===== src/rtl/afg_pkg.sv =====
// Shared definitions for the arbitrary function generator address sequencer:
// default widths/latency, the sequencer state encoding and the burst-length
// substitution constant.
package afg_pkg;

    localparam int ADDR_W_DEF   = 14;
    localparam int ACC_W_DEF    = 32;
    localparam int BURST_W_DEF  = 16;
    localparam int PIPE_LAT_DEF = 3;

    // A requested burst length of zero plays this many periods instead.
    localparam int BURST_LEN_ZERO_SUB = 1;

    typedef enum logic [1:0] {
        IDLE  = 2'd0,
        RUN   = 2'd1,
        DRAIN = 2'd2
    } seq_state_t;

endpackage


===== src/rtl/afg_valid_delay.sv =====
// Fixed-depth 1-bit delay line with asynchronous reset. Used to align
// per-address flags with the output of the downstream address buffer pipeline.
module afg_valid_delay
    import afg_pkg::*;
#(
    parameter int DEPTH = PIPE_LAT_DEF
) (
    input  logic clk,
    input  logic rst,
    input  logic din,
    output logic dout
);

    logic [DEPTH-1:0] taps;

    // Shift the input flag one stage per clock; reset empties the line.
    always_ff @(posedge clk or posedge rst) begin
        if (rst) begin
            taps <= '0;
        end else begin
            taps[0] <= din;
            for (int i = 1; i < DEPTH; i++) begin
                taps[i] <= taps[i-1];
            end
        end
    end

    assign dout = taps[DEPTH-1];

endmodule


===== src/rtl/afg_addr_sequencer.sv =====
// Phase-accumulator address sequencer for the arbitrary function generator.
// Generates waveform-memory addresses for continuous or burst playback and
// a valid flag aligned with the address buffer pipeline output.
// Optional macro AFG_SEQ_SYNC_OUT_EN adds the SyncOut period-wrap trigger.
module afg_addr_sequencer
    import afg_pkg::*;
#(
    parameter int ADDR_W   = ADDR_W_DEF,
    parameter int ACC_W    = ACC_W_DEF,
    parameter int BURST_W  = BURST_W_DEF,
    parameter int PIPE_LAT = PIPE_LAT_DEF
) (
    input  logic               Clock,
    input  logic               Reset,
    input  logic               Start,
    input  logic               Stop,
    input  logic               BurstMode,
    input  logic [BURST_W-1:0] BurstLen,
    input  logic [ACC_W-1:0]   TuneWord,
    input  logic [ADDR_W-1:0]  PhaseOff,
    output logic [ADDR_W-1:0]  Addr,
    output logic               AddrValid,
    output logic               DataValid,
    output logic               Busy,
    output logic               Done
`ifdef AFG_SEQ_SYNC_OUT_EN
    ,
    output logic               SyncOut
`endif
);

    localparam int DRAIN_W = (PIPE_LAT > 1) ? $clog2(PIPE_LAT) : 1;
    localparam logic [DRAIN_W-1:0] DRAIN_LAST = DRAIN_W'(PIPE_LAT - 1);
    localparam logic [BURST_W-1:0] LEN_SUB    = BURST_W'(BURST_LEN_ZERO_SUB);
    localparam logic [BURST_W-1:0] LEN_ONE    = BURST_W'(1);

    seq_state_t         state;
    seq_state_t         state_next;

    logic [ACC_W-1:0]   acc;
    logic [ACC_W-1:0]   tune_q;
    logic               burst_q;
    logic [BURST_W-1:0] len_q;
    logic [BURST_W-1:0] period_cnt;
    logic [DRAIN_W-1:0] drain_cnt;
    logic [ADDR_W-1:0]  addr_hold;

    logic [ACC_W:0]     acc_sum;
    logic               wrap;
    logic [ADDR_W-1:0]  acc_addr;
    logic               load;
    logic               period_inc;

    // The carry out of the accumulator add marks the last address of a period.
    assign acc_sum  = {1'b0, acc} + {1'b0, tune_q};
    assign wrap     = acc_sum[ACC_W];
    assign acc_addr = acc[ACC_W-1 -: ADDR_W];

    // State register.
    always_ff @(posedge Clock or posedge Reset) begin
        if (Reset) begin
            state <= IDLE;
        end else begin
            state <= state_next;
        end
    end

    // Next-state and output decode; Addr shows the accumulator only in RUN
    // and otherwise holds the last address that was played.
    always_comb begin
        state_next = state;
        load       = 1'b0;
        period_inc = 1'b0;
        Addr       = addr_hold;
        AddrValid  = 1'b0;
        Done       = 1'b0;
        Busy       = (state != IDLE);
        case (state)
            IDLE: begin
                if (Start && !Stop) begin
                    load       = 1'b1;
                    state_next = RUN;
                end
            end
            RUN: begin
                Addr      = acc_addr;
                AddrValid = 1'b1;
                if (Stop) begin
                    state_next = DRAIN;
                end else if (burst_q && wrap) begin
                    if (period_cnt == (len_q - LEN_ONE)) begin
                        state_next = DRAIN;
                    end else begin
                        period_inc = 1'b1;
                    end
                end
            end
            DRAIN: begin
                if (drain_cnt == DRAIN_LAST) begin
                    Done       = 1'b1;
                    state_next = IDLE;
                end
            end
            default: begin
                state_next = IDLE;
            end
        endcase
    end

    // Datapath: latch settings on start, advance the accumulator while
    // running, count burst periods and drain cycles.
    always_ff @(posedge Clock or posedge Reset) begin
        if (Reset) begin
            acc        <= '0;
            tune_q     <= '0;
            burst_q    <= 1'b0;
            len_q      <= '0;
            period_cnt <= '0;
            drain_cnt  <= '0;
            addr_hold  <= '0;
        end else begin
            if (load) begin
                tune_q     <= TuneWord;
                burst_q    <= BurstMode;
                len_q      <= (BurstLen == '0) ? LEN_SUB : BurstLen;
                acc        <= {PhaseOff, {(ACC_W-ADDR_W){1'b0}}};
                period_cnt <= '0;
            end else if (state == RUN) begin
                acc       <= acc_sum[ACC_W-1:0];
                addr_hold <= acc_addr;
                if (period_inc) begin
                    period_cnt <= period_cnt + LEN_ONE;
                end
            end
            if (state == DRAIN) begin
                drain_cnt <= drain_cnt + DRAIN_W'(1);
            end else begin
                drain_cnt <= '0;
            end
        end
    end

    afg_valid_delay #(
        .DEPTH(PIPE_LAT)
    ) u_data_valid_delay (
        .clk (Clock),
        .rst (Reset),
        .din (AddrValid),
        .dout(DataValid)
    );

`ifdef AFG_SEQ_SYNC_OUT_EN
    logic wrap_pulse;

    assign wrap_pulse = (state == RUN) && wrap;

    afg_valid_delay #(
        .DEPTH(PIPE_LAT)
    ) u_sync_delay (
        .clk (Clock),
        .rst (Reset),
        .din (wrap_pulse),
        .dout(SyncOut)
    );
`endif

endmodule


===== config.mk =====
export PLATFORM = sky130hd
export DESIGN_NAME = afg_addr_sequencer
export DESIGN_NICKNAME = d
export VERILOG_FILES = /design/src/rtl/afg_pkg.sv /design/src/rtl/afg_valid_delay.sv /design/src/rtl/afg_addr_sequencer.sv
export SDC_FILE = /design/constraint.sdc
export NUM_CORES = 1
export LEC_CHECK = 0
export ABC_CLOCK_PERIOD_IN_PS = 4800
export BUFFER_PORTS_ARGS = -buffer_cell sky130_fd_sc_hd__buf_2
export CAP_MARGIN = 20
export CORE_MARGIN = 10
export CORE_UTILIZATION = 45
export DETAILED_ROUTE_END_ITERATION = 7
export PLACE_DENSITY = 0.75
export SETUP_SLACK_MARGIN = 0.02
export SLEW_MARGIN = 20
export SYNTH_ARGS = -nofsm -noshare
export SYNTH_HDL_FRONTEND = slang
export SYNTH_SLANG_ARGS = --single-unit

===== constraint.sdc =====
create_clock -name Clock -period 4.8 [get_ports Clock]
set_input_delay 0.72 -clock Clock [delete_from_list [all_inputs] [get_ports Clock]]
set_output_delay 0.72 -clock Clock [all_outputs]
set_load 0.02 [all_outputs]

### Word-level counts from Yosys, hierarchy flattened

Cells that the tools add are included.

| operators by class | value |
|---|---|
| $add $sub $neg | 4 |
| eq/ne operators | 8 |
| multiplexer cells | 23 |
| reductions and logical operators | 10 |

Operators with widths:

| operator | number |
|---|---|
| 2-to-1 mux 16 bit | 4 |
| 2-to-1 mux 32 bit | 2 |
| adder 32 x 32 -> 33 bit | 1 |
| adder 16 x 1 -> 16 bit, second input constant | 1 |
| equality test 16 bit | 1 |
| zero test 16 bit | 1 |
| subtractor 16 x 1 -> 16 bit, second input constant | 1 |
| 2-to-1 mux 14 bit | 1 |
| 2-to-1 mux 2 bit | 6 |
| 2-to-1 mux 1 bit | 9 |
| inequality test 3 bit, second input constant | 2 |
| one-hot mux 2 bit (3 select lines) | 1 |
| nonzero test 2 bit | 3 |
| equality test 2 bit, second input constant | 2 |
| inequality test 2 bit, second input constant | 2 |
| AND reduction 4 bit | 1 |
| adder 2 x 1 -> 2 bit, second input constant | 1 |
| equality test 2 x 1 -> 1 bit, second input constant | 1 |
| logical AND 1 bit | 2 |
| zero test 2 bit | 1 |
| AND reduction 2 bit | 1 |
| zero test 1 bit | 1 |

| storage, ports and cells | value |
|---|---|
| bits in registers | 118 |
| input bits | 67 |
| output and inout bits | 18 |
| logic and storage cells | 54 |

### Logic depth before layout (Yosys ltp)

Gate-level depths: netlist of the first run.

| logic depth | value |
|---|---|
| depth in word-level cells | 9 |
| gate-level depth with buffers | 12 |
| depth with buffers taken out | 11 |

### Cells and area by module

Synthesis of the first run repeated with hierarchy kept, for this count alone.

| unflattened totals | value |
|---|---|
| cells, all modules | 873 |
| area, all modules | 7189.4 um^2 |

Modules (own cells, without submodules):

| module | times used | cells each | area each (um^2) | seq. area each (um^2) |
|---|---|---|---|---|
| afg_addr_sequencer | 1 | 869 | 7110.6 | 2877.8 |
| afg_valid_delay | 1 | 4 | 78.8 | 75.1 |

### Worst setup path before layout of the first run

No wires, ideal clock.

| timing path | value |
|---|---|
| path type | register to register |
| start | reg acc[0] |
| end | reg period_cnt[11] |
| setup time | 0.132 ns |
| data arrival time | 2.759 ns |
| data required time | 4.668 ns |
| setup slack | 1.909 ns |
| stages on the path, launching flop included | 13 |
| path buffers | 1 |
| period minus slack after synthesis | 2.891 ns |
| cell sequence | dfrtp_1 ha_1 fa_1 a21o_1 nand4_1 a31oi_1 o211ai_1 a2111oi_2 o31ai_1 buf_2 nor3_1 xnor2_1 nor2_1 |

| between the ends | value |
|---|---|
| cells in the longest elaborated chain, start to end | 7 |

RTL lines:

| item | line | RTL |
|---|---|---|
| start: declaration | afg_addr_sequencer.sv:40 | `logic [ACC_W-1:0] acc;` |
| start signal: assignment | afg_addr_sequencer.sv:126 | `acc <= {PhaseOff, {(ACC_W-ADDR_W){1'b0}}};` |
| start signal: assignment | afg_addr_sequencer.sv:129 | `acc <= acc_sum[ACC_W-1:0];` |
| adder 32 x 32 -> 33 bit | afg_addr_sequencer.sv:55 | `assign acc_sum = {1'b0, acc} + {1'b0, tune_q};` |
| logical AND 1 bit | afg_addr_sequencer.sv:90 | `end else if (burst_q && wrap) begin` |
| 2-to-1 mux 1 bit | afg_addr_sequencer.sv:90 |  |
| 2-to-1 mux 1 bit | afg_addr_sequencer.sv:88 | `if (Stop) begin` |
| 2-to-1 mux 1 bit | afg_addr_sequencer.sv:78 | `case (state)` |
| nonzero test 2 bit (no line) | - |  |
| AND reduction 2 bit (no line) | - |  |
| end signal: assignment | afg_addr_sequencer.sv:132 | `period_cnt <= period_cnt + LEN_ONE;` |
| end: declaration | afg_addr_sequencer.sv:44 | `logic [BURST_W-1:0] period_cnt;` |

Every way passes these cells.
A chain may end at the register's enable or synchronous reset.

### Final worst setup path of the first run

| timing path | value |
|---|---|
| start | reg len_q[0] |
| end | reg period_cnt[15] |

| between the ends | value |
|---|---|
| cells in the longest elaborated chain, start to end | 8 |

RTL lines:

| item | line | RTL |
|---|---|---|
| start: declaration | afg_addr_sequencer.sv:43 | `logic [BURST_W-1:0] len_q;` |
| start signal: assignment | afg_addr_sequencer.sv:125 | `len_q <= (BurstLen == '0) ? LEN_SUB : BurstLen;` |
| subtractor 16 x 1 -> 16 bit | afg_addr_sequencer.sv:91 | `if (period_cnt == (len_q - LEN_ONE)) begin` |
| equality test 16 bit | afg_addr_sequencer.sv:91 |  |
| 2-to-1 mux 1 bit | afg_addr_sequencer.sv:91 |  |
| 2-to-1 mux 1 bit | afg_addr_sequencer.sv:90 |  |
| 2-to-1 mux 1 bit | afg_addr_sequencer.sv:88 |  |
| 2-to-1 mux 1 bit | afg_addr_sequencer.sv:78 |  |
| nonzero test 2 bit (no line) | - |  |
| AND reduction 2 bit (no line) | - |  |

Every way passes these cells.

==> summary.md, run 1 <==
| Metric | Value |
|---|---|
| Sequential cell fraction of total power | 0.310 |
| Via-to-Cell Ratio | 5.33 |
| Buffers on Ports | 84 |
| Flop2flop setup slack | 1.28 ns |
| Initial Utilization | 0.460 |
| Sw Pwr | 2.37 mW |
| Worst hold slack | 0.345 ns |
| Hold endpoint | u_data_valid_delay.taps[2] |
| Layout cells sized above 1 | 0.150 |
| Area grow syn2layout | 15.9% |
| Hold_sp | u_data_valid_delay.taps[1] |
| Most common cell after layout, fill and taps aside | nand2_1 |
| Util after Layout | 0.533 |
| Core Region | 0.0153 mm2 |
| Register area share after synthesis | 0.420 |
| #FFs+latches synth | 118 |
| Die ar. | 0.0210 mm2 |
| Syn_nets | 933 |
| Worst-Margin Slew | 0.951 ns |
| Die height | 145 um |
| Reg-to-reg critical path startpoint | len_q[0] |
| DRC | 0 |
| CTS Buffer Depth | 2 |
| Clock power frac | 0.195 |
| RSZ-0062 raised after global routing | no |
| Max-slew violations | 0 |
| DPL Wire Length | 11.7 mm |
| Syn Inst Count | 830 |
| Cell Area, Placed | 0.00763 mm2 |
| Die X | 145 um |
| Drt first pass iters | 5 |
| Crit path DAT | 3.87 ns |
| Post-synth ARST share | 1.00 |
| Initial antenna violation count | 0 |
| Fin area | 0.00814 mm2 |
| # diodes | 0 |
| Sum Neg Setup Slack | 0 ns |
| Metal1 wirelength | 7.88 mm |
| Ys Warns | 0 |
| Site Rows | 45 |
| Switching fraction of total power | 0.424 |
| Post-CTS Repair Setup Buffers | 0 |
| Combinational power share | 0.496 |
| Overall Global Routing Usage | 0.159 |
| Post-CTS Hold Fix Bufs | 0 |
| Layout Cells excl Fill | 1129 |
| Worst slack at placement | 1.36 ns |
| Routed vias | 6015 |
| CTS tree | built |
| Worst path required time | 5.15 ns |
| RR Endpoint | period_cnt[15] |
| Fin crit period | 3.52 ns |
| CTS Sinks | 118 |
| Critical setup path kind | reg -> reg |
| Iter 0 DRT Violations | 577 |
| Max Cap Violations | 0 |
| Clock Pin Slew Worst Setup and Hold Paths | 0.05 ns |
| Worst-path fanout max | 14 |
| Power Total | 5.60 mW |
| Worst r2r path cells | 11 |
| Clk Latency, worst-skew pair | 0.42 ns |
| Worst setup EP type | register |
| WL met2 | 7.80 mm |
| Synth Area per Inst | 8.46 um2 |
| EDFF count, synth | 0 |
| Status | finished, final reports clean |
| Metal3 WL | 587 um |
| Crit path launch | len_q[0] |
| Period Utilization, post-route | 0.734 |
| Max-Slew Margin vs Limit | 0.361 |
| Dominant cell type by area after synthesis | dfrtp_1 |
| Crit start category | register |
| GR Overflow Total | 0 |
| DRT Wirelength | 16.6 mm |
| PD cells | 688 mW/mm2 |
| Clk_skew | 0.00526 ns |
| Resize count post-CTS | 0 |
| Mapped cell area | 0.00702 mm2 |
| Leak pwr | 4.06 nW |
| Largest net degree at the start of global routing | 86 |
| Hold crit path type | reg -> reg |
| I/O pins | 85 |
| Worst VDD drop | 0.000366 V |
| Yosys top cell area share | 0.420 |
| Ys flop type | dfrtp_1 |
| Final WS setup | 1.28 ns |
| Cell Count Post-Placement | 1098 |
| Nets | 1009 |
| WHS Path Cells | 0 |
| Final setup violation count | 0 |
| H-tree Lvls | 4 |
| Clock root cell | clkbuf_16 |
| First-pass GRT wire length | 28.4 mm |
| Vias in the first global route | 5964 |
| Final Hold Fails | 0 |
| Synth area leaders | dfrtp_1, nand2_1, ha_1 |
| Max Used Layer | met4 |
| Gpl congestion | 0.887 |
| Distinct cells, synth | 63 |
| Commonest non-fill, non-tap cells in the layout | nand2_1, dfrtp_1, buf_2 |
| Total clock buffers created by CTS | 17 |
| DR WL/cell | 14.7 um |
| Internal power | 3.23 mW |
| F_max | 0.284 GHz |
| Antenna viol nets, final | 0 |
[registers in the layout (all words and copies together), names as in the netlist]
name / cells
period_cnt: 16
burst_q: 1
addr_hold: 14
len_q: 16
acc: 32
state: 2
tune_q: 32
drain_cnt: 2
u_data_valid_delay.taps: 3
[cells in the mapped netlist (all sizes together), types with 20 or more instances]
cell	number
nand2	263
dfrtp	118
nor2	42
o21ai	40
xnor2	40
a21oi	35
ha	35
nand3	33
clkbuf	26
nor3	21
a21o	20
[how the worst max path moves through the flow]
stage	end	slack, ns
floorplan	acc[0]	0.95
global placement	period_cnt[15]	1.56
detailed placement	period_cnt[15]	1.36
CTS	period_cnt[15]	1.35
global route	period_cnt[4]	1.04
finish	period_cnt[15]	1.28
[worst max-delay path: stages (launching register included)]
cell       delay [ns]
dfrtp_1          0.41
inv_1            0.10
ha_1             0.29
nor4b_4          0.48
nand2_1          0.09
a2111oi_0        0.52
a21o_1           0.14
nand2_1          0.08
nor4_4           0.81
nor3_1           0.21
a31oi_1          0.23
a41o_1           0.11
[cell families (layout without fill, tap and decap cells)]
kind of cell    Yosys count  after routing  share of synthesized area
simple gates            417            417                      0.271
compound gates          150            150                      0.138
flops                   118            118                      0.420
xor+xnor                 56             56                     0.0698
buf+inv                  49            137                     0.0292
fa+ha+maj                36             36                     0.0652
mux                       4              4                    0.00570
[final cells by class]
class	count	area (um2)
clock buffer	26	479
inverter	15	58.8
timing repair buffer	91	473
clock inverter	5	25.0
fill	1426	7120
tap	211	264
sequential	118	2950
multi-input combinational	663	3880
[routing by layer]
metal | vias up | GRT usage
li1 | 3027 | -
met1 | 2846 | 0.209
met2 | 116 | 0.250
met3 | 26 | 0.0357
met4 | 0 | 0.0577
met5 | - | 0
[power by group through the flow]
stage / sequential [mW] / clock, mW / combinational, mW
3_5_place_dp: 1.75 / 0 / 2.74
5_1_grt: 1.79 / 1.15 / 3.15
3_3_place_gp: 1.73 / 0 / 2.69
4_1_cts: 1.74 / 1.11 / 2.78
6_report: 1.74 / 1.09 / 2.78
2_1_floorplan: 1.64 / 0 / 2.24
No activity file was read; power rests on OpenSTA's default activity.
==> run 2: changes to the inputs <==
Settings changed: ABC_CLOCK_PERIOD_IN_PS 4800 to 3400.
Clock period 4.8 ns to 3.4 ns, I/O delays scaled along.
==> summary.md, run 2 (same netlist as run 1, synthesis figures left out) <==
| Metric | Value |
|---|---|
| Sum Neg Setup Slack | 0 ns (unchanged) |
| Multi-input logic area | 0.00390 mm2 (was 0.00388 mm2) |
| Clock root cell | clkbuf_16 (unchanged) |
| Routed vias | 6193 (was 6015) |
| Worst setup EP type | register (unchanged) |
| Critical-path cell list | ha_1 -> fa_1 -> a21o_1 -> nand4_1 -> a31oi_1 -> o211ai_1 -> a2111oi_4 -> o31ai_2 -> buf_12 -> nor3_1 -> a31oi_1 -> a41o_1 (was inv_1 -> ha_1 -> nor4b_4 -> nand2_1 -> a2111oi_0 -> a21o_1 -> nand2_1 -> nor4_4 -> nor3_1 -> a31oi_1 -> a41o_1) |
| Clk_skew | 0.00763 ns (was 0.00526 ns) |
| Crit start category | register (unchanged) |
| Max-slew violations | 0 (unchanged) |
| Hold crit path type | in -> async (was reg -> reg) |
| CP most frequent cell | a31oi_1 (was nand2_1) |
| Vias in the first global route | 5904 (was 5964) |
| Fin area | 0.00829 mm2 (was 0.00814 mm2) |
| Buffers on Ports | 84 (unchanged) |
| CP peak stage delay | 0.46 ns (was 0.81 ns) |
| Critical path's top delay family | compound AO/OA/AOI/OAI gates (was simple AND/OR/NAND/NOR gates) |
| Register area | 0.00295 mm2 (unchanged) |
| Max Cap Violations | 0 (unchanged) |
| Worst-Margin Slew | 0.908 ns (was 0.951 ns) |
| Site Rows | 45 (unchanged) |
| Area grow syn2layout | 18.0% (was 15.9%) |
| Period Utilization, post-route | 0.921 (was 0.734) |
| Post-CTS Repair Setup Buffers | 0 (unchanged) |
| Crit path DAT | 3.44 ns (was 3.87 ns) |
| Worst VDD drop | 0.000513 V (was 0.000366 V) |
| Layout cells sized above 1 | 0.158 (was 0.150) |
| DR WL/cell | 15.0 um (was 14.7 um) |
| Worst hold slack | 0.231 ns (was 0.345 ns) |
| Die height | 145 um (unchanged) |
| H-tree Lvls | 4 (unchanged) |
| Leak pwr | 4.12 nW (was 4.06 nW) |
| Largest net degree at the start of global routing | 86 (unchanged) |
| Drt first pass iters | 6 (was 5) |
| Worst-path fanout max | 14 (unchanged) |
| Clock Pin Slew Worst Setup and Hold Paths | 0.05 ns (about the same) |
| Clk Latency, worst-skew pair | 0.42 ns (about the same) |
| F_max | 0.319 GHz (was 0.284 GHz) |
| Iter 0 DRT Violations | 430 (was 577) |
| Most common cell after layout, fill and taps aside | nand2_1 (unchanged) |
| Overall Global Routing Usage | 0.159 (about the same) |
| Core Region | 0.0153 mm2 (unchanged) |
| PD cells | 994 mW/mm2 (was 688 mW/mm2) |
| DRT Wirelength | 17.0 mm (was 16.6 mm) |
| Max-Slew Margin vs Limit | 0.394 (was 0.361) |
| Final Hold Fails | 0 (unchanged) |
| DRC | 0 (unchanged) |
| CTS tree | built (unchanged) |
| GR Overflow Total | 0 (unchanged) |
| Status | finished, final reports clean (unchanged) |
| Fillers | 1381 (was 1426) |
| Critical setup path kind | reg -> reg (unchanged) |
| I/O pins | 85 (unchanged) |
| Die ar. | 0.0210 mm2 (unchanged) |
| Cell Area, Placed | 0.00768 mm2 (was 0.00763 mm2) |
| Initial Utilization | 0.460 (unchanged) |
| Util after Layout | 0.543 (was 0.533) |
| CTS Buffer Depth | 2 (unchanged) |
| Gpl congestion | 0.853 (was 0.887) |
| Initial antenna violation count | 0 (unchanged) |
| RSZ-0062 raised after global routing | no (unchanged) |
| Antenna viol nets, final | 0 (unchanged) |
| Worst path required time | 3.71 ns (was 5.15 ns) |
| Fin crit period | 3.13 ns (was 3.52 ns) |
| CTS Sinks | 118 (unchanged) |
| Commonest non-fill, non-tap cells in the layout | nand2_1, dfrtp_1, buf_2 (unchanged) |
| Via-to-Cell Ratio | 5.46 (was 5.33) |
| Total clock buffers created by CTS | 17 (unchanged) |
| Die X | 145 um (unchanged) |
| Final setup violation count | 0 (unchanged) |
| DPL Wire Length | 11.9 mm (was 11.7 mm) |
| CP max stage cell | a2111oi_4 (was nor4_4) |
| Biggest regs | acc: 32 flops, tune_q: 32 flops (unchanged) |
| First-pass GRT wire length | 28.6 mm (was 28.4 mm) |
| Buf+Inv Stages, Crit Path | 1 (unchanged) |
| Nets | 1012 (was 1009) |
[run 2: changes by cell type in the layout (fill, tap and decap cells not counted)]
cell        delta
a2111oi_4      +1
clkinv_2       +1
clkbuf_1       -4
bufinv_16      +3
buf_12         +2
clkinvlp_4     +2
buf_4          +1
diode_2        +1
a2111oi_2      -1
inv_4          -1
[run 2: final timing paths]
kind	from	endpoint	slack, ns	depth (start not counted)
max in group asynchronous	Reset	drain_cnt[0]	2.41	3
max reg2reg	acc[0]	period_cnt[15]	0.27	12
min in group Clock	TuneWord[13]	tune_q[13]	0.27	3
min	Reset	len_q[13]	0.23	2
min reg2reg	u_data_valid_delay.taps[1]	u_data_valid_delay.taps[2]	0.34	0
max	acc[0]	period_cnt[15]	0.27	12
[run 2: layout make-up]
| type | instances | area share |
|---|---|---|
| multi-input combinational | 663 | 0.470 |
| sequential | 118 | 0.356 |
| timing repair buffer | 94 | 0.0628 |
| clock buffer | 22 | 0.0560 |
| tap | 211 | 0.0318 |
| clock inverter | 10 | 0.0154 |
| inverter | 15 | 0.00725 |
| antenna | 1 | 0.000302 |
[run 2: worst reg2reg max path, delay by kind of cell (launching register included)]
kind | cells | cell delay (ns)
AND/OR/NAND/NOR | 2 | 0.50
flip-flops | 1 | 0.34
adder cells (fa/ha/maj) | 2 | 0.47
buffers and inverters | 1 | 0.17
AO/OA/AOI/OAI | 7 | 1.53
[run 2: what timing repair did]
item	in CTS	in global routing
resized for setup	0	1
hold buffers	0	0
setup endpoints to repair	0	1
[run 2: metrics by stage]
stage | setup slack [ns] | cells | total power, mW
final | 0.269 | 1134 | 8.24
after global routing | 0.0731 | 1133 | 8.92
after CTS | 0.236 | 1133 | 8.24
after detailed placement | 0.274 | 1101 | 6.38
after global placement | 0.369 | 1101 | 6.28
after floorplan | 0.509 | 830 | 5.47
[run 2: power by group]
part	total (mW)	leakage (nW)	switching, mW	internal, mW
Combinational	3.99	2.33	2.35	1.64
Clock	1.80	0.293	0.622	1.18
Sequential	2.45	1.50	0.465	1.99
Total	8.24	4.12	3.43	4.81
[run 2: metal layers]
metal	track usage	vias to the layer above	wire, um
li1	-	3043	-
met1	0.216	2983	7950
met2	0.247	150	8150
met3	0.0320	17	666
met4	0.0562	0	242
met5	0	-	0
